[config.mk]
export PLATFORM = sky130hd
export DESIGN_NAME = ssd_scan_ctrl
export DESIGN_NICKNAME = d
export VERILOG_FILES = /design/src/rtl/ssd_scan_ctrl.sv
export SDC_FILE = /design/constraint.sdc
export NUM_CORES = 1
export LEC_CHECK = 0
export CAP_MARGIN = 30
export CORE_ASPECT_RATIO = 0.8
export CORE_MARGIN = 4
export CORE_UTILIZATION = 45
export DETAILED_ROUTE_END_ITERATION = 12
export DONT_BUFFER_PORTS = 1
export HOLD_SLACK_MARGIN = 0.12
export SETUP_SLACK_MARGIN = 0.02
export SYNTH_ARGS = -nofsm -noshare
export SYNTH_HDL_FRONTEND = slang
export SYNTH_SLANG_ARGS = --single-unit
[constraint.sdc]
create_clock -name clk -period 3.15 [get_ports clk]
set_input_delay 0.63 -clock clk [delete_from_list [all_inputs] [get_ports clk]]
set_output_delay 0.63 -clock clk [all_outputs]
set_load 0.005 [all_outputs]
[src/rtl/ssd_scan_ctrl.sv]
// ssd_scan_ctrl: keypad entry buffer with a multiplexed seven-segment refresh scan
// Ports:
//   clk, rst               clock and synchronous active-high reset
//   key_valid, key_code    new hex digit, shifted in at the right
//   key_bksp, key_clr      delete the newest digit / clear the buffer
//   disp_en                0 blanks the segments while the scan keeps running
//   seg, dig_sel           shared segment bus and index of the driven digit
//   digits, entry_count    buffer contents and number of entered digits
//   full                   buffer holds num_digits entries
module ssd_scan_ctrl #(
    parameter int clk_freq       = 125_000_000,
    parameter int refresh_hz     = 1000,
    parameter int num_digits     = 2,
    parameter int seg_active_low = 0,
    parameter int sel_w          = $clog2(num_digits)
) (
    input  logic                    clk,
    input  logic                    rst,
    input  logic                    key_valid,
    input  logic [3:0]              key_code,
    input  logic                    key_bksp,
    input  logic                    key_clr,
    input  logic                    disp_en,
    output logic [6:0]              seg,
    output logic [sel_w-1:0]        dig_sel,
    output logic [4*num_digits-1:0] digits,
    output logic [sel_w:0]          entry_count,
    output logic                    full
);
    localparam int scan_div_raw = clk_freq / (refresh_hz * num_digits);
    localparam int scan_div = scan_div_raw < 1 ? 1 : scan_div_raw;
    localparam int cnt_w = scan_div > 1 ? $clog2(scan_div) : 1;
    localparam logic [cnt_w-1:0] cnt_max = cnt_w'(scan_div - 1);
    localparam logic [sel_w-1:0] sel_max = sel_w'(num_digits - 1);
    localparam logic [sel_w:0] cnt_full = (sel_w+1)'(num_digits);
    localparam logic [6:0] blank = seg_active_low != 0 ? 7'h7F : 7'h00;
    localparam logic [6:0] hex_lut [16] = '{
        7'h3F, 7'h06, 7'h5B, 7'h4F, 7'h66, 7'h6D, 7'h7D, 7'h07,
        7'h7F, 7'h6F, 7'h77, 7'h7C, 7'h39, 7'h5E, 7'h79, 7'h71
    };

    logic [cnt_w-1:0] scan_cnt;
    logic             tc;
    logic [sel_w-1:0] sel_nxt;
    logic [3:0]       nib;
    logic             lit;
    logic [6:0]       hex;

    assign tc = scan_cnt == cnt_max;
    assign sel_nxt = !tc ? dig_sel : (dig_sel == sel_max ? '0 : dig_sel + sel_w'(1));
    // seg is decoded for the digit about to be selected so both change on one edge
    assign nib = digits[4*sel_nxt +: 4];
    assign lit = disp_en && ({1'b0, sel_nxt} < entry_count);
    assign hex = hex_lut[nib];
    assign full = entry_count == cnt_full;

    always_ff @(posedge clk) begin
        if (rst) begin
            scan_cnt    <= '0;
            dig_sel     <= '0;
            seg         <= blank;
            digits      <= '0;
            entry_count <= '0;
        end else begin
            scan_cnt <= tc ? '0 : scan_cnt + cnt_w'(1);
            dig_sel  <= sel_nxt;
            if (tc)
                seg <= lit ? (seg_active_low != 0 ? ~hex : hex) : blank;
            if (key_clr) begin
                digits      <= '0;
                entry_count <= '0;
            end else if (key_valid) begin
                digits <= {digits[4*num_digits-5:0], key_code};
                if (!full)
                    entry_count <= entry_count + (sel_w+1)'(1);
            end else if (key_bksp && entry_count != '0) begin
                digits      <= {4'h0, digits[4*num_digits-1:4]};
                entry_count <= entry_count - (sel_w+1)'(1);
            end
        end
    end
endmodule
==> impl_metrics.csv, run 1 <==
group,metric,value,unit
sta,worstMarginPinSlew,0.769,ns
clock_network,clk_path_buf_depth,2,
layout,final_net_count,248,
worst_hold_path,holdPathStages,1,
sta,holdWs,0.410,ns
setup_path,worst_path_most_repeated_cell,"nand2_1",
sta,tns,0,ns
clock_network,cts.htree.levels,2,
sta,min_period,2.73,ns
floorplanning,die_x,81.0,µm
setup_path,crit_type,"flip-flop to flip-flop",
clock_network,clock_sinks,34,
setup_path,crit_family,"simple AND/OR/NAND/NOR gates",
setup_path,crit_path_start_kind,"flip-flop",
setup_path,crit_path_end_kind,"flip-flop",
global_routing,grt_max_degree,22,
setup_path,r2r_slack,0.42,ns
setup_path,crit_chain,"or4_4 -> nor4_4 -> xnor2_2 -> mux2_2 -> inv_1 -> ha_1 -> nand2_1 -> nand2_1 -> a2bb2oi_1 -> o21ai_1",
place,io_buffer_count,0,
floorplanning,ios,29,
layout,fin_util,52.2,%
worst_hold_path,hp-start,"rst",
sta,setup_violations,0,
global_routing,antenna_found_initial,0,
place,dp_hpwl,3160,µm
logic_synthesis,async_flop_share,0,%
layout,num_antenna_cells,0,
logic_synthesis,synth_edf_count,0,
setup_path,cp.arrival,2.91,ns
place,placed_area,0.00196,mm²
clock_network,cts_resized,0,
sta,drv_slew,0,
place,place_congestion,0.825,
route,drtPass1Iterations,4,
sta,fmax,366,MHz
sta,fin_crit_sh,86.7,%
route,wire_per_inst,14.5,µm
clock_network,worstSkewPairLatency,0.29,ns
route,first_iter_violations,81,
sta,finClkSkew,0.00973,ns
layout,final_area,0.00206,mm²
logic_synthesis,synth_flop_cell,"dfxtp_1",
clock_network,root_buffer,"clkbuf_8",
sta,setup_ws,0.419,ns
sta,hold_viol,0,
route,routed_wl,4150,µm
global_routing,grt_first_pass_wirelength,6970,µm
clock_network,cts_tree,"built",
pwr,power_per_cell_area,427,mW/mm²
clock_network,cts_hold_repair.buffers,0,
setup_path,worst-path-max-fanout,5,
logic_synthesis,synth_nets,251,
floorplanning,core_area,0.00395,mm²
floorplanning,die_area,0.00538,mm²
setup_path,path_buf_inv,1,
route,ant_nets,0,
clock_network,path_clk_slew,0.07,ns
clock_network,numCtsBuffers,5,
sta,rsz0062_at_grt,"no",
route,drc,0,
floorplanning,rows,20,
floorplanning,start_util,48.6,%
setup_path,reg2reg_to,"seg[5]$_SDFFE_PP0P_",
setup_path,rr_startpoint,"scan_cnt[3]$_SDFF_PP0_",
route,vias,1513,
setup_path,required,3.32,ns
job,cap_violations,0,
layout,fillers,400,
setup_path,max_stage_delay,0.55,ns
setup_path,reg2reg_depth,10,
route,avgViaCountPerCell,5.27,
outcome,outcome,"completed",
pwr,peakVddDrop,0.281,mV
logic_synthesis,yosys_warnings,0,
pwr,p_leak,0.793,nW
logic_synthesis,avgSynthCellArea,8.21,µm²
sta,slew_headroom,48.4,%
floorplanning,die_h,66.4,µm
setup_path,crit_path_top_delay_cell,"or4_4",
worst_hold_path,hold_class,"input pin to flip-flop",
global_routing,overflow,0,
layout,drive_gt1_share,7.33,%
global_routing,grt_pass1_vias,1351,
logic_synthesis,synth-seq-cells,34,
layout,syn_to_final_growth,7.36,%
logic_synthesis,syn_inst,234,
logic_synthesis,syn_area,0.00192,mm²
clock_network,cts_setup_buffers,0,
worst_hold_path,min_to,"dig_sel$_SDFF_PP0_",
logic_synthesis,seq_area_frac_synth,35.4,%
place,post-place-ws,0.429,ns
logic_synthesis,ys_types,45,
global_routing,grt_use_total,17.0,%
==> placed cells by master, fill, tap and decap left out, types with 2 or more instances in the layout <==
| cell type | count |
|---|---|
| nand2b_1 | 3 |
| nor3_1 | 2 |
| dfxtp_1 | 34 |
| buf_4 | 3 |
| a21oi_1 | 15 |
| and2_1 | 3 |
| nor2b_1 | 3 |
| nand3_1 | 7 |
| ha_1 | 7 |
| clkbuf_1 | 2 |
| nor4b_1 | 2 |
| mux2_2 | 2 |
| o21ai_0 | 4 |
| xor2_1 | 11 |
| nand4_1 | 2 |
| mux2i_1 | 14 |
| inv_1 | 6 |
| clkbuf_8 | 5 |
| and4_1 | 2 |
| nor2_1 | 45 |
| xnor2_1 | 4 |
| and3_1 | 2 |
| o21ai_1 | 4 |
| nor3b_1 | 3 |
| nand2_1 | 24 |
| or2_2 | 2 |
==> power breakdown <==
| group | switching [mW] | total (mW) | leakage, nW | internal [mW] |
|---|---|---|---|---|
| Clock | 0.155 | 0.391 | 0.0524 | 0.237 |
| Combinational | 0.0246 | 0.0435 | 0.466 | 0.0189 |
| Sequential | 0.0105 | 0.446 | 0.275 | 0.436 |
==> worst max path at each step <==
stage                                start                  end  depth (start not counted)
finish              scan_cnt[3]$_SDFF_PP0_  seg[5]$_SDFFE_PP0P_                         10
global route        scan_cnt[3]$_SDFF_PP0_  seg[4]$_SDFFE_PP0P_                          9
CTS                 scan_cnt[3]$_SDFF_PP0_  seg[5]$_SDFFE_PP0P_                         10
detailed placement  scan_cnt[3]$_SDFF_PP0_  seg[5]$_SDFFE_PP0P_                         10
global placement    scan_cnt[3]$_SDFF_PP0_  seg[5]$_SDFFE_PP0P_                         10
floorplan           scan_cnt[3]$_SDFF_PP0_  seg[2]$_SDFFE_PP0P_                          9
==> area by class of cell <==
| type | instances | area (µm²) | area share, % |
|---|---|---|---|
| multi-input combinational | 181 | 1160 | 56.3 |
| sequential | 34 | 681 | 33.0 |
| clock buffer | 7 | 76.3 | 3.70 |
| tap | 55 | 68.8 | 3.34 |
| clock inverter | 1 | 30.0 | 1.46 |
| timing repair buffer | 3 | 22.5 | 1.09 |
| inverter | 6 | 22.5 | 1.09 |
==> metal layers <==
layer,vias to the layer above,GRT usage [%],part of all wire [%]
met2,35,20.4,36
li1,789,-,-
met1,685,27.0,56
met3,4,5.45,7.0
met4,0,5.70,1.1
met5,-,0,0
==> flip-flops by register name (all words and copies together), names as in the netlist <==
signal	count
dig_sel	1
digits	8
entry_count	2
scan_cnt	16
seg	7
==> synth_stat cells, drive strengths merged (2+ instances only) <==
| cell type | number | area [µm²] |
|---|---|---|
| ha | 7 | 87.6 |
| nor2b | 3 | 18.8 |
| nor4b | 2 | 17.5 |
| and4 | 2 | 17.5 |
| mux2i | 15 | 163 |
| nand2b | 3 | 18.8 |
| o21ai | 8 | 40.0 |
| nor3 | 2 | 10.0 |
| nor2 | 45 | 169 |
| dfxtp | 34 | 681 |
| nor4 | 2 | 27.5 |
| nand3 | 7 | 35.0 |
| and2 | 3 | 18.8 |
| inv | 6 | 22.5 |
| xnor2 | 5 | 51.3 |
| xor2 | 11 | 96.3 |
| clkbuf | 12 | 45.0 |
| a21oi | 15 | 75.1 |
| nand4 | 2 | 12.5 |
| and3 | 2 | 12.5 |
| nor3b | 3 | 22.5 |
| or2 | 2 | 12.5 |
| nand2 | 24 | 90.1 |
| mux2 | 3 | 33.8 |
==> worst reg2reg max path: cells and delay by family (launching register included) <==
kind | cells | cell delay [ns]
AOI/OAI and AO/OA | 2 | 0.22
xor gates and xnor gates | 1 | 0.19
adders and majority gates | 1 | 0.22
buffers and inverters | 1 | 0.09
DFF | 1 | 0.35
muxes | 1 | 0.43
and+or+nand+nor | 4 | 1.12
==> metrics by stage <==
step / std cells / power (mW)
floorplan: 234 / 0.491
global placement: 279 / 0.500
detailed placement: 279 / 0.499
CTS: 287 / 0.890
global route: 287 / 0.913
finish: 287 / 0.881
==> cell families (layout without fill, tap and decap cells) <==
| family | after synthesis | count (layout) | synth area share (%) |
|---|---|---|---|
| muxes | 18 | 18 | 10.2 |
| AOI/OAI and AO/OA | 33 | 33 | 10.4 |
| and+or+nand+nor | 107 | 107 | 27.6 |
| adders and majority gates | 7 | 7 | 4.56 |
| DFF | 34 | 34 | 35.4 |
| buffers and inverters | 19 | 17 | 4.10 |
| xor gates and xnor gates | 16 | 16 | 7.69 |
No activity file was read; power rests on OpenSTA's default activity.
==> inputs of run 2 (changes only) <==
--- a/config.mk
+++ b/config.mk
@@ -7,8 +7,8 @@
 export LEC_CHECK = 0
 export CAP_MARGIN = 30
 export CORE_ASPECT_RATIO = 0.8
-export CORE_MARGIN = 4
-export CORE_UTILIZATION = 45
+export CORE_MARGIN = 3
+export CORE_UTILIZATION = 23
 export DETAILED_ROUTE_END_ITERATION = 12
 export DONT_BUFFER_PORTS = 1
 export HOLD_SLACK_MARGIN = 0.12
==> impl_metrics.csv, run 2 (synthesized netlist as in run 1, its figures left out) <==
group,metric,value,unit
clock_network,numCtsBuffers,5,
setup_path,required,3.33,ns
sta,holdWs,0.399,ns
sta,finClkSkew,0.00986,ns
setup_path,crit_chain,"or4_4 -> nor4_4 -> xnor2_2 -> mux2i_1 -> inv_1 -> ha_1 -> nand2b_1 -> a32o_1",
global_routing,antenna_found_initial,0,
global_routing,overflow,0,
clock_network,root_buffer,"clkbuf_8",
route,wire_per_inst,13.1,µm
pwr,peakVddDrop,0.179,mV
layout,final_net_count,247,
place,io_buffer_count,0,
clock_network,clock_sinks,34,
layout,num_antenna_cells,0,
setup_path,cp.arrival,3.01,ns
outcome,outcome,"completed",
sta,hold_viol,0,
route,routed_wl,4430,µm
layout,final_cell_mix,"nor2_1 (45), dfxtp_1 (34), nand2_1 (24)",
route,first_iter_violations,96,
setup_path,crit_cells,8,
place,place_congestion,0.853,
clock_network,cts.htree.levels,2,
place,dp_cells,331,
sta,min_period,2.83,ns
layout,fillers,850,
floorplanning,rows,29,
clock_network,clk_path_buf_depth,2,
setup_path,crit_type,"flip-flop to flip-flop",
layout,largest_reg_flops,16,
floorplanning,die_h,87.7,µm
clock_network,cts_hold_repair.buffers,0,
floorplanning,die_area,0.00949,mm²
layout,top_register,"scan_cnt",
floorplanning,die_x,108,µm
sta,fmax,353,MHz
route,drc,0,
layout,top_regs,"scan_cnt (16), digits (8), seg (7)",
layout,drive_gt1_share,7.79,%
clock_network,cts_tree,"built",
sta,worstMarginPinSlew,0.738,ns
layout,final_common_cell,"nor2_1",
route,ant_nets,0,
sta,tns,0,ns
sta,setup_violations,0,
pwr,power_per_cell_area,452,mW/mm²
layout,fin_cells,339,
clock_network,cts_resized,0,
place,dp_hpwl,3310,µm
clock_network,worstSkewPairLatency,0.29,ns
place,post-place-ws,0.310,ns
place,placed_area,0.00201,mm²
sta,rsz0062_at_grt,"no",
route,drtPass1Iterations,4,
sta,setup_ws,0.317,ns
floorplanning,ios,29,
setup_path,crit_path_end_kind,"flip-flop",
setup_path,path_buf_inv,1,
setup_path,crit_path_start_kind,"flip-flop",
setup_path,worst-path-max-fanout,5,
global_routing,grt_max_degree,22,
layout,final_area,0.00215,mm²
sta,slew_headroom,50.5,%
worst_hold_path,holdPathStages,1,
setup_path,crit_family,"simple AND/OR/NAND/NOR gates",
layout,syn_to_final_growth,12.1,%
clock_network,path_clk_slew,0.08,ns
global_routing,grt_pass1_vias,1439,
route,vias,1553,
worst_hold_path,hold_class,"input pin to flip-flop",
floorplanning,start_util,24.0,%
setup_path,reg2reg_depth,8,
global_routing,grt_first_pass_wirelength,7330,µm
pwr,total_power,0.973,mW
pwr,p_leak,0.805,nW
sta,drv_slew,0,
clock_network,cts_setup_buffers,0,
global_routing,grt_use_total,9.89,%
layout,fin_util,26.8,%
sta,fin_crit_sh,89.9,%
setup_path,max_stage_delay,0.56,ns
setup_path,crit_path_top_delay_cell,"or4_4",
floorplanning,core_area,0.00802,mm²
route,avgViaCountPerCell,4.58,
job,cap_violations,0,
-- run 2: metal layers --
metal,vias up,track usage (%),part of all wire (%)
met4,0,3.10,0.56
met2,34,14.8,44
met1,724,13.5,50
met5,-,0,0
li1,793,-,-
met3,2,3.24,5.5
-- run 2: final timing paths --
kind / to / slack, ns / startpoint
worst max register to register: seg[2]$_SDFFE_PP0P_ / 0.32 / scan_cnt[3]$_SDFF_PP0_
worst max-delay path: seg[2]$_SDFFE_PP0P_ / 0.32 / scan_cnt[3]$_SDFF_PP0_
worst min-delay path: dig_sel$_SDFF_PP0_ / 0.40 / rst
worst min register to register: scan_cnt[0]$_SDFF_PP0_ / 0.46 / scan_cnt[0]$_SDFF_PP0_
-- run 2: area by class of cell --
type	count	area, µm²	area share, %
timing repair buffer	2	15.0	0.698
sequential	34	681	31.6
clock buffer	5	68.8	3.20
multi-input combinational	181	1160	54.0
inverter	6	22.5	1.05
clock inverter	3	68.8	3.20
tap	108	135	6.28
-- run 2: where the power goes --
group / switching, mW / leakage, nW / internal [mW]
Sequential: 0.0110 / 0.275 / 0.436
Clock: 0.168 / 0.0683 / 0.317
Combinational: 0.0234 / 0.462 / 0.0181
Total: 0.202 / 0.805 / 0.771
-- run 2: worst reg2reg max path, cell delays in order, from the launching register on --
cell and delay (ns):
dfxtp_1 0.36, or4_4 0.56, nor4_4 0.39, xnor2_2 0.21
mux2i_1 0.38, inv_1 0.14, ha_1 0.28, nand2b_1 0.16
a32o_1 0.25
==> inputs of run 3 (changes only) <==
--- a/config.mk
+++ b/config.mk
@@ -5,7 +5,7 @@
 export SDC_FILE = /design/constraint.sdc
 export NUM_CORES = 1
 export LEC_CHECK = 0
-export CAP_MARGIN = 30
+export CAP_MARGIN = 20
 export CORE_ASPECT_RATIO = 0.8
 export CORE_MARGIN = 3
 export CORE_UTILIZATION = 23
==> results of run 3 <==
No change in the layout: final DEF, timing and power equal those of run 2.
